$ cat config.mk
export PLATFORM = sky130hd
export DESIGN_NAME = control_sequencer
export DESIGN_NICKNAME = d
export VERILOG_FILES = /design/src/rtl/lc3_ctrl_pkg.sv /design/src/rtl/mem_wait_counter.sv /design/src/rtl/control_sequencer.sv
export SDC_FILE = /design/constraint.sdc
export NUM_CORES = 1
export LEC_CHECK = 0
export CAP_MARGIN = 20
export CORE_MARGIN = 8
export CORE_UTILIZATION = 40
export DETAILED_ROUTE_END_ITERATION = 12
export PLACE_DENSITY = 0.79
export SLEW_MARGIN = 20
export SYNTH_ARGS = -nofsm -noshare
export SYNTH_HDL_FRONTEND = slang
export SYNTH_HIERARCHICAL = 1
export SYNTH_SLANG_ARGS = --single-unit
$ cat constraint.sdc
create_clock -name Clk -period 2.5 [get_ports Clk]
set_clock_uncertainty 0.2 [all_clocks]
set_input_delay 0.625 -clock Clk [delete_from_list [all_inputs] [get_ports Clk]]
set_output_delay 0.625 -clock Clk [all_outputs]
set_load 0.05 [all_outputs]
$ cat src/rtl/lc3_ctrl_pkg.sv
// Shared types and encodings for the LC-3 control sequencer.
// State enum, opcode constants and datapath mux/ALU encodings.
package lc3_ctrl_pkg;

  typedef enum logic [3:0] {
    S_HALTED,
    S_FETCH1,
    S_FETCH2,
    S_FETCH3,
    S_DECODE,
    S_EXEC_ALU,
    S_BR,
    S_JMP,
    S_LDR1,
    S_LDR2,
    S_LDR3,
    S_STR1,
    S_STR2,
    S_STR3,
    S_PAUSE1,
    S_PAUSE2
  } state_t;

  localparam logic [3:0] OP_BR    = 4'b0000;
  localparam logic [3:0] OP_ADD   = 4'b0001;
  localparam logic [3:0] OP_AND   = 4'b0101;
  localparam logic [3:0] OP_LDR   = 4'b0110;
  localparam logic [3:0] OP_STR   = 4'b0111;
  localparam logic [3:0] OP_NOT   = 4'b1001;
  localparam logic [3:0] OP_JMP   = 4'b1100;
  localparam logic [3:0] OP_PAUSE = 4'b1101;

  localparam logic [1:0] PCMUX_INC  = 2'b00;
  localparam logic [1:0] PCMUX_BUS  = 2'b01;
  localparam logic [1:0] PCMUX_ADDR = 2'b10;

  localparam logic [1:0] ADDR2_ZERO  = 2'b00;
  localparam logic [1:0] ADDR2_OFF6  = 2'b01;
  localparam logic [1:0] ADDR2_OFF9  = 2'b10;
  localparam logic [1:0] ADDR2_OFF11 = 2'b11;

  localparam logic [1:0] ALUK_ADD  = 2'b00;
  localparam logic [1:0] ALUK_AND  = 2'b01;
  localparam logic [1:0] ALUK_NOT  = 2'b10;
  localparam logic [1:0] ALUK_PASS = 2'b11;

  // States that hold a memory strobe for MEM_WAIT cycles.
  function automatic logic is_wait_state(input state_t s);
    return (s == S_FETCH2) || (s == S_LDR2) || (s == S_STR3);
  endfunction

endpackage

$ cat src/rtl/mem_wait_counter.sv
// Memory strobe hold counter: counts cycles spent in a wait state and
// flags the last one. Saturates at MEM_WAIT-1 so it never wraps.
module mem_wait_counter #(
  parameter int MEM_WAIT = 2
) (
  input  logic clk,
  input  logic clear,
  input  logic en,
  output logic done
);

  localparam int W = $clog2(MEM_WAIT) + 1;

  logic [W-1:0] count;

  assign done = (count == W'(MEM_WAIT - 1));

  always_ff @(posedge clk) begin
    // NOTE: sequential state uses non-blocking assignments so every flop
    // samples pre-edge values, independent of block evaluation order.
    if (clear) begin
      count <= '0;
    end else if (en && !done) begin
      count <= count + 1'b1;
    end
  end

endmodule

$ cat src/rtl/control_sequencer.sv
// LC-3 fetch/decode/execute control FSM (Moore): drives datapath load
// enables, bus gates, mux selects and memory strobes from the state register.
module control_sequencer
  import lc3_ctrl_pkg::*;
#(
  parameter int MEM_WAIT = 2
) (
  input  logic        Clk,
  input  logic        Reset,
  input  logic        Run,
  input  logic        Continue,
  input  logic [15:0] IR,
  input  logic        N,
  input  logic        Z,
  input  logic        P,
  output logic        LD_MAR,
  output logic        LD_MDR,
  output logic        LD_IR,
  output logic        LD_PC,
  output logic        LD_REG,
  output logic        LD_CC,
  output logic        LD_LED,
  output logic        GatePC,
  output logic        GateMDR,
  output logic        GateALU,
  output logic        GateMARMUX,
  output logic [1:0]  PCMUX,
  output logic        ADDR1MUX,
  output logic [1:0]  ADDR2MUX,
  output logic        DRMUX,
  output logic        SR1MUX,
  output logic        SR2MUX,
  output logic [1:0]  ALUK,
  output logic        Mem_OE,
  output logic        Mem_WE
);

  state_t     state;
  state_t     next_state;
  logic       ben;
  logic       wait_en;
  logic       wait_clear;
  logic       wait_done;
  logic [3:0] opcode;

  assign opcode = IR[15:12];

  // Counter is held at zero outside wait states, so it starts from zero on
  // every entry; wait states are never back-to-back.
  assign wait_en    = is_wait_state(state);
  assign wait_clear = Reset || !wait_en;

  mem_wait_counter #(.MEM_WAIT(MEM_WAIT)) u_wait (
    .clk   (Clk),
    .clear (wait_clear),
    .en    (wait_en),
    .done  (wait_done)
  );

  always_ff @(posedge Clk) begin
    if (Reset) begin
      state <= S_HALTED;
      ben   <= 1'b0;
    end else begin
      state <= next_state;
      if (state == S_DECODE) begin
        ben <= |(IR[11:9] & {N, Z, P});
      end
    end
  end

  always_comb begin
    // NOTE: a default assignment before the case keeps every path assigned,
    // so no latch is inferred for next_state or the outputs below.
    next_state = state;
    unique case (state)
      S_HALTED:   if (Run) next_state = S_FETCH1;
      S_FETCH1:   next_state = S_FETCH2;
      S_FETCH2:   if (wait_done) next_state = S_FETCH3;
      S_FETCH3:   next_state = S_DECODE;
      S_DECODE: begin
        unique case (opcode)
          OP_ADD, OP_AND, OP_NOT: next_state = S_EXEC_ALU;
          OP_BR:                  next_state = S_BR;
          OP_JMP:                 next_state = S_JMP;
          OP_LDR:                 next_state = S_LDR1;
          OP_STR:                 next_state = S_STR1;
          OP_PAUSE:               next_state = S_PAUSE1;
          default:                next_state = S_FETCH1;
        endcase
      end
      S_EXEC_ALU: next_state = S_FETCH1;
      S_BR:       next_state = S_FETCH1;
      S_JMP:      next_state = S_FETCH1;
      S_LDR1:     next_state = S_LDR2;
      S_LDR2:     if (wait_done) next_state = S_LDR3;
      S_LDR3:     next_state = S_FETCH1;
      S_STR1:     next_state = S_STR2;
      S_STR2:     next_state = S_STR3;
      S_STR3:     if (wait_done) next_state = S_FETCH1;
      S_PAUSE1:   if (Continue) next_state = S_PAUSE2;
      S_PAUSE2:   if (!Continue) next_state = S_FETCH1;
      default:    next_state = S_HALTED;
    endcase
  end

  always_comb begin
    LD_MAR     = 1'b0;
    LD_MDR     = 1'b0;
    LD_IR      = 1'b0;
    LD_PC      = 1'b0;
    LD_REG     = 1'b0;
    LD_CC      = 1'b0;
    LD_LED     = 1'b0;
    GatePC     = 1'b0;
    GateMDR    = 1'b0;
    GateALU    = 1'b0;
    GateMARMUX = 1'b0;
    PCMUX      = PCMUX_INC;
    ADDR1MUX   = 1'b0;
    ADDR2MUX   = ADDR2_ZERO;
    DRMUX      = 1'b0;
    SR1MUX     = 1'b0;
    SR2MUX     = IR[5];
    ALUK       = ALUK_ADD;
    Mem_OE     = 1'b0;
    Mem_WE     = 1'b0;
    unique case (state)
      S_FETCH1: begin
        GatePC = 1'b1;
        LD_MAR = 1'b1;
        LD_PC  = 1'b1;
      end
      S_FETCH2, S_LDR2: begin
        Mem_OE = 1'b1;
        LD_MDR = 1'b1;
      end
      S_FETCH3: begin
        GateMDR = 1'b1;
        LD_IR   = 1'b1;
      end
      S_EXEC_ALU: begin
        GateALU = 1'b1;
        LD_REG  = 1'b1;
        LD_CC   = 1'b1;
        unique case (opcode)
          OP_AND:  ALUK = ALUK_AND;
          OP_NOT:  ALUK = ALUK_NOT;
          default: ALUK = ALUK_ADD;
        endcase
      end
      S_BR: begin
        // Taken/not-taken uses ben latched in DECODE, not live N/Z/P.
        if (ben) begin
          LD_PC    = 1'b1;
          PCMUX    = PCMUX_ADDR;
          ADDR2MUX = ADDR2_OFF9;
        end
      end
      S_JMP: begin
        LD_PC    = 1'b1;
        PCMUX    = PCMUX_ADDR;
        ADDR1MUX = 1'b1;
      end
      S_LDR1, S_STR1: begin
        GateMARMUX = 1'b1;
        LD_MAR     = 1'b1;
        ADDR1MUX   = 1'b1;
        ADDR2MUX   = ADDR2_OFF6;
      end
      S_LDR3: begin
        GateMDR = 1'b1;
        LD_REG  = 1'b1;
        LD_CC   = 1'b1;
      end
      S_STR2: begin
        GateALU = 1'b1;
        LD_MDR  = 1'b1;
        SR1MUX  = 1'b1;
        ALUK    = ALUK_PASS;
      end
      S_STR3:   Mem_WE = 1'b1;
      S_PAUSE1: LD_LED = 1'b1;
      default: ;
    endcase
  end

  // IR fields consumed by the datapath rather than the sequencer.
  logic unused_ir;
  assign unused_ir = ^{IR[8:6], IR[4:0]};

endmodule
# == Yosys cells after proc, flatten, opt, wreduce, memory -nomap -nowiden ==
# Memory sizes are Yosys's and may differ from the RTL's.
# Index checks and enable logic that the tools add are counted.
# op_classes
n_mux,27
n_reduce_logical,19
n_bitwise,1
n_addsub,1
n_eq_ne,24
# op_table
op,count
one-hot mux 4 bit (13 select lines),1
equality test 4 bit (second input constant),9
2-to-1 mux 4 bit,6
equality test 4 x 3 -> 1 bit (second input constant),5
one-hot mux 2 bit (2 select lines),4
2-to-1 mux 1 bit,14
OR reduction 2 bit,6
OR reduction 3 bit,4
equality test 4 x 2 -> 1 bit (second input constant),2
inequality test 2 x 1 -> 1 bit (second input constant),3
inequality test 2 bit (second input constant),3
AND reduction 6 bit,1
equality test 4 x 1 -> 1 bit (second input constant),1
logical NOT 4 bit,1
OR reduction 4 bit,1
AND 3 bit,1
logical OR 1 bit,3
adder 2 x 1 -> 2 bit (second input constant),1
equality test 2 x 1 -> 1 bit (second input constant),1
logical NOT 1 bit,2
2-to-1 mux 2 bit,1
one-hot mux 1 bit (2 select lines),1
logical AND 1 bit,1
# totals
memories,1
in_bits,23
regBits,7
romBits,64
out_inout_bits,23
# mem_list
name,words,word_bits,rd,rd_clocked_by_memory_dff,wr,line,text
(name not given),16,4,1,0,0,control_sequencer.sv:82,unique case (opcode)

# == Logic depth before layout (Yosys ltp) ==
# logic_depth
word_depth,5
ltp_mapped,8
depth_no_buf,6

# == By module ==
# Netlist, hierarchy kept.
# modules_own_cells
module,cells_each,n_inst,area_per_inst_um2
control_sequencer,115,1,855.8
mem_wait_counter,10,1,103.8

# == Worst setup path after synthesis ==
# OpenSTA, ideal clock, no wires.
# synth_path
path_kind,reg-to-output
from,register state[2]
to,output port LD_MAR
path_stages_with_launch,6
t_arrival_ns,2.324
slack_ns,-0.649
n_path_buf,2
cell_sequence,dfxtp_1 > buf_6 > buf_6 > nand2b_1 > nor3_1 > or2_1
# synth_via
elab_chain_cells,3
elab_cells_between_ends,5
classes_between,eq/ne: 3; mux: 1; reduce/logical: 1
# synth_lines
element,line,text
start: declaration,control_sequencer.sv:38,state_t state;
start signal: assignment,control_sequencer.sv:65,state <= next_state;
equality test 4 bit / equality test 4 x 1 -> 1 bit (equally long branches),control_sequencer.sv:128,unique case (state)
OR reduction 3 bit (no source line) *,--,
2-to-1 mux 1 bit *,control_sequencer.sv:128,
end: declaration,control_sequencer.sv:16,"output logic LD_MAR,"
# Mark *: on every way between the ends. The rest lies on a longest branch, timed or not.

# == Worst setup path after layout ==
# layout_path
from,input port IR[14]
to,output port ALUK[0]
# layout_via
elab_chain_cells,3
elab_cells_between_ends,4
classes_between,eq/ne: 2; mux: 2
# layout_lines
element,line,text
start: declaration,control_sequencer.sv:12,"input logic [15:0] IR,"
equality test 4 bit / equality test 4 x 3 -> 1 bit (equally long branches),control_sequencer.sv:146,unique case (opcode)
one-hot mux 2 bit (2 select lines) *,control_sequencer.sv:146,
one-hot mux 2 bit (2 select lines) *,control_sequencer.sv:128,
end: declaration,control_sequencer.sv:33,"output logic [1:0] ALUK,"
# Marked as above.

==> flow_summary.ini <==
[outcome]
status = completed

[detailed_routing]
finalWirelength_microns = 3080
first_iter_violations = 34
first_pass_iters = 4
wire_per_inst_microns = 15.7
drc = 0
final_antenna_net_count = 0
via_per_inst = 5.54
vias = 1085

[synthesis]
synth_top_cell_area_share_pct = 14.6
yosysTopAreaCell = dfxtp_1
synthTopCellsByArea = dfxtp_1 (15%), buf_4 (4.7%), nor2_1 (4.7%)
synth_top_flop_cell = dfxtp_1
ys_ff_latch = 7
yosys_warnings = 6
ys_async_sr_fraction_pct = 0
synth_edf_count = 0
syn_area_per_cell_sq_um = 7.68
seq_area_frac_synth_pct = 14.6
yosys.cell_types.count = 53
synth_cells = 125
syn-cell-area_sq_um = 960

[power]
p_total_mw = 1.48
pwr-share-comb_pct = 77.7
seqPwrFrac_pct = 15.0
switching_share_pct = 51.8
p_leak_nw = 0.654
power.net_switching_mw = 0.765
ir_drop_mv = 0.745
power_density_mw_per_mm2 = 918
internal_power_mw = 0.712
clkPwrFrac_pct = 7.3

[worst_setup_path]
r2r_start = state[0]$_SDFFE_PP0P_
crit_start = IR[14]
worst_ep_arrival_time_ns = 1.64
required_ns = 1.67
crit_path_start_kind = input port
crit_type = input port to output port
endpoint_kind = output port
cp_max_fo = 2

[clocking]
cts_sinks = 7
htree_num_levels = 1
cts-root-buf = clkbuf_4
cts_buffer_depth = 2
cts_tree = yes
clock_latency_ns = 0.26
cts_buffers = 3
clk_pin_slew_worst_paths_ns = 0.05

[place]
dpl.hpwl_microns = 2580
place_ws_ns = -0.286
gp_congestion = 0.912
portBuffers = 33

[timing]
fmax_ghz = 0.405
timing.final.hold_violations = 0
drv_slew = 0
setup_violations = 0
fin_ws_ns = 0.0307
fin_setup_tns_ns = 0
fin_crit_sh_pct = 98.8
min_period_ns = 2.47

[final_layout]
drive_gt1_share_pct = 42.9
final_common_cell = buf_4
nets = 193
final_cell_mix = buf_4 (21), buf_12 (18), nand2_1 (11), nor2_1 (9), clkdlybuf4s50_1 (9)
diodes = 0
fillCellCount = 172
syn2layout_area_growth_pct = 67.7

[floorplan]
coreArea_sq_mm = 0.00223
rows = 17
die_h_microns = 65.0
die_w_microns = 65.0
io_pins = 46
start_util_pct = 43.0
fp.dieArea_sq_mm = 0.00422

[grt]
grt_max_degree = 15
grt_usage_pct = 14.8
antenna_found_initial = 0
grt_pass1_wl_microns = 5210
grt_pass1_vias = 1134
grt.overflow.total = 0

[hold_path]
hold_path_startpoint = u_wait/count[1]$_SDFFE_PP0P_
hold_class = flop to flop

[flow_run]
maxCapViolCount = 0
[routing by layer]
layer	vias to the layer above	track usage (%)	routed length, microns
li1	527	-	-
met4	0	6.27	59
met3	9	3.44	189
met2	49	25.6	1560
met5	-	0	0
met1	500	17.0	1270
[synth_stat cells (3+ instances only)]
library cell  instances
a21oi_1               7
buf_2                 4
buf_4                 6
buf_6                 3
dfxtp_1               7
inv_1                 8
nand2_1              11
nand2b_1              5
nor2_1               12
nor2b_1               3
o21ai_0               4
xnor2_1               4
[power groups by stage]
stage	combinational [mW]	sequential (mW)	clock [mW]
after CTS	1.14	0.213	0.109
after global placement	1.11	0.208	0
final	1.15	0.222	0.108
after detailed placement	1.14	0.211	0
after global routing	1.22	0.228	0.115
after floorplan	0.776	0.150	0
[cell type report]
type	instances	area, sq um	area share, %
Multi-Input combinational cell	97	728	45.3
Sequential cell	7	148	9.18
Clock buffer	4	26.3	1.63
Timing Repair Buffer	52	642	39.9
Inverter	8	30.0	1.87
Tap cell	28	35.0	2.18
[registers in the layout (all words and copies together), names as in the netlist]
name and cells:
state 4, u_wait/count 2, ben 1
[critical path: stages]
cell,delay [ns]
clkdlybuf4s15_1,0.18
or4bb_4,0.54
a21oi_4,0.16
buf_12,0.15
[metrics by stage]
stage / util [%] / std cells / cell area [sq um] / hold slack, ns
CTS: 71.5 / 196 / 1600 / 0.290
finish: 72.0 / 196 / 1610 / 0.290
global placement: 70.3 / 192 / 1570 / 0.261
global route: 72.0 / 196 / 1610 / 0.337
floorplan: - / 126 / 1010 / 0.245
detailed placement: 70.3 / 192 / 1570 / 0.283
[logic make-up (layout without fill, tap and decap cells)]
| family | Yosys count | after routing | share of synthesized area (%) |
|---|---|---|---|
| xor+xnor | 5 | 5 | 4.56 |
| simple gates | 55 | 55 | 33.2 |
| mux | 3 | 3 | 3.26 |
| other cells | 1 | 2 | 0.391 |
| fa+ha+maj | 1 | 1 | 1.30 |
| flops | 7 | 7 | 14.6 |
| buf+inv | 22 | 64 | 15.5 |
| compound gates | 31 | 31 | 27.1 |
[path summary, 6_finish.rpt]
| path | endpoint | slack (ns) | cells after the start |
|---|---|---|---|
| setup reg to reg | u_wait/count[1]$_SDFFE_PP0P_ | 0.41 | 7 |
| hold reg to reg | u_wait/count[1]$_SDFFE_PP0P_ | 0.29 | 2 |
| hold / removal | u_wait/count[1]$_SDFFE_PP0P_ | 0.29 | 2 |
| setup / recovery | ALUK[0] | 0.03 | 4 |
[timing repair]
action / in CTS / in global routing
setup endpoints to repair: 9 / 10
buffers inserted: 0 / 0
hold buffers: 0 / 0
pin swaps: 2 / 2
gates cloned: 0 / 0
endpoints found under the hold margin: 0 / 0
gates resized for setup: 13 / 4
No activity file was read; power rests on OpenSTA's default activity.
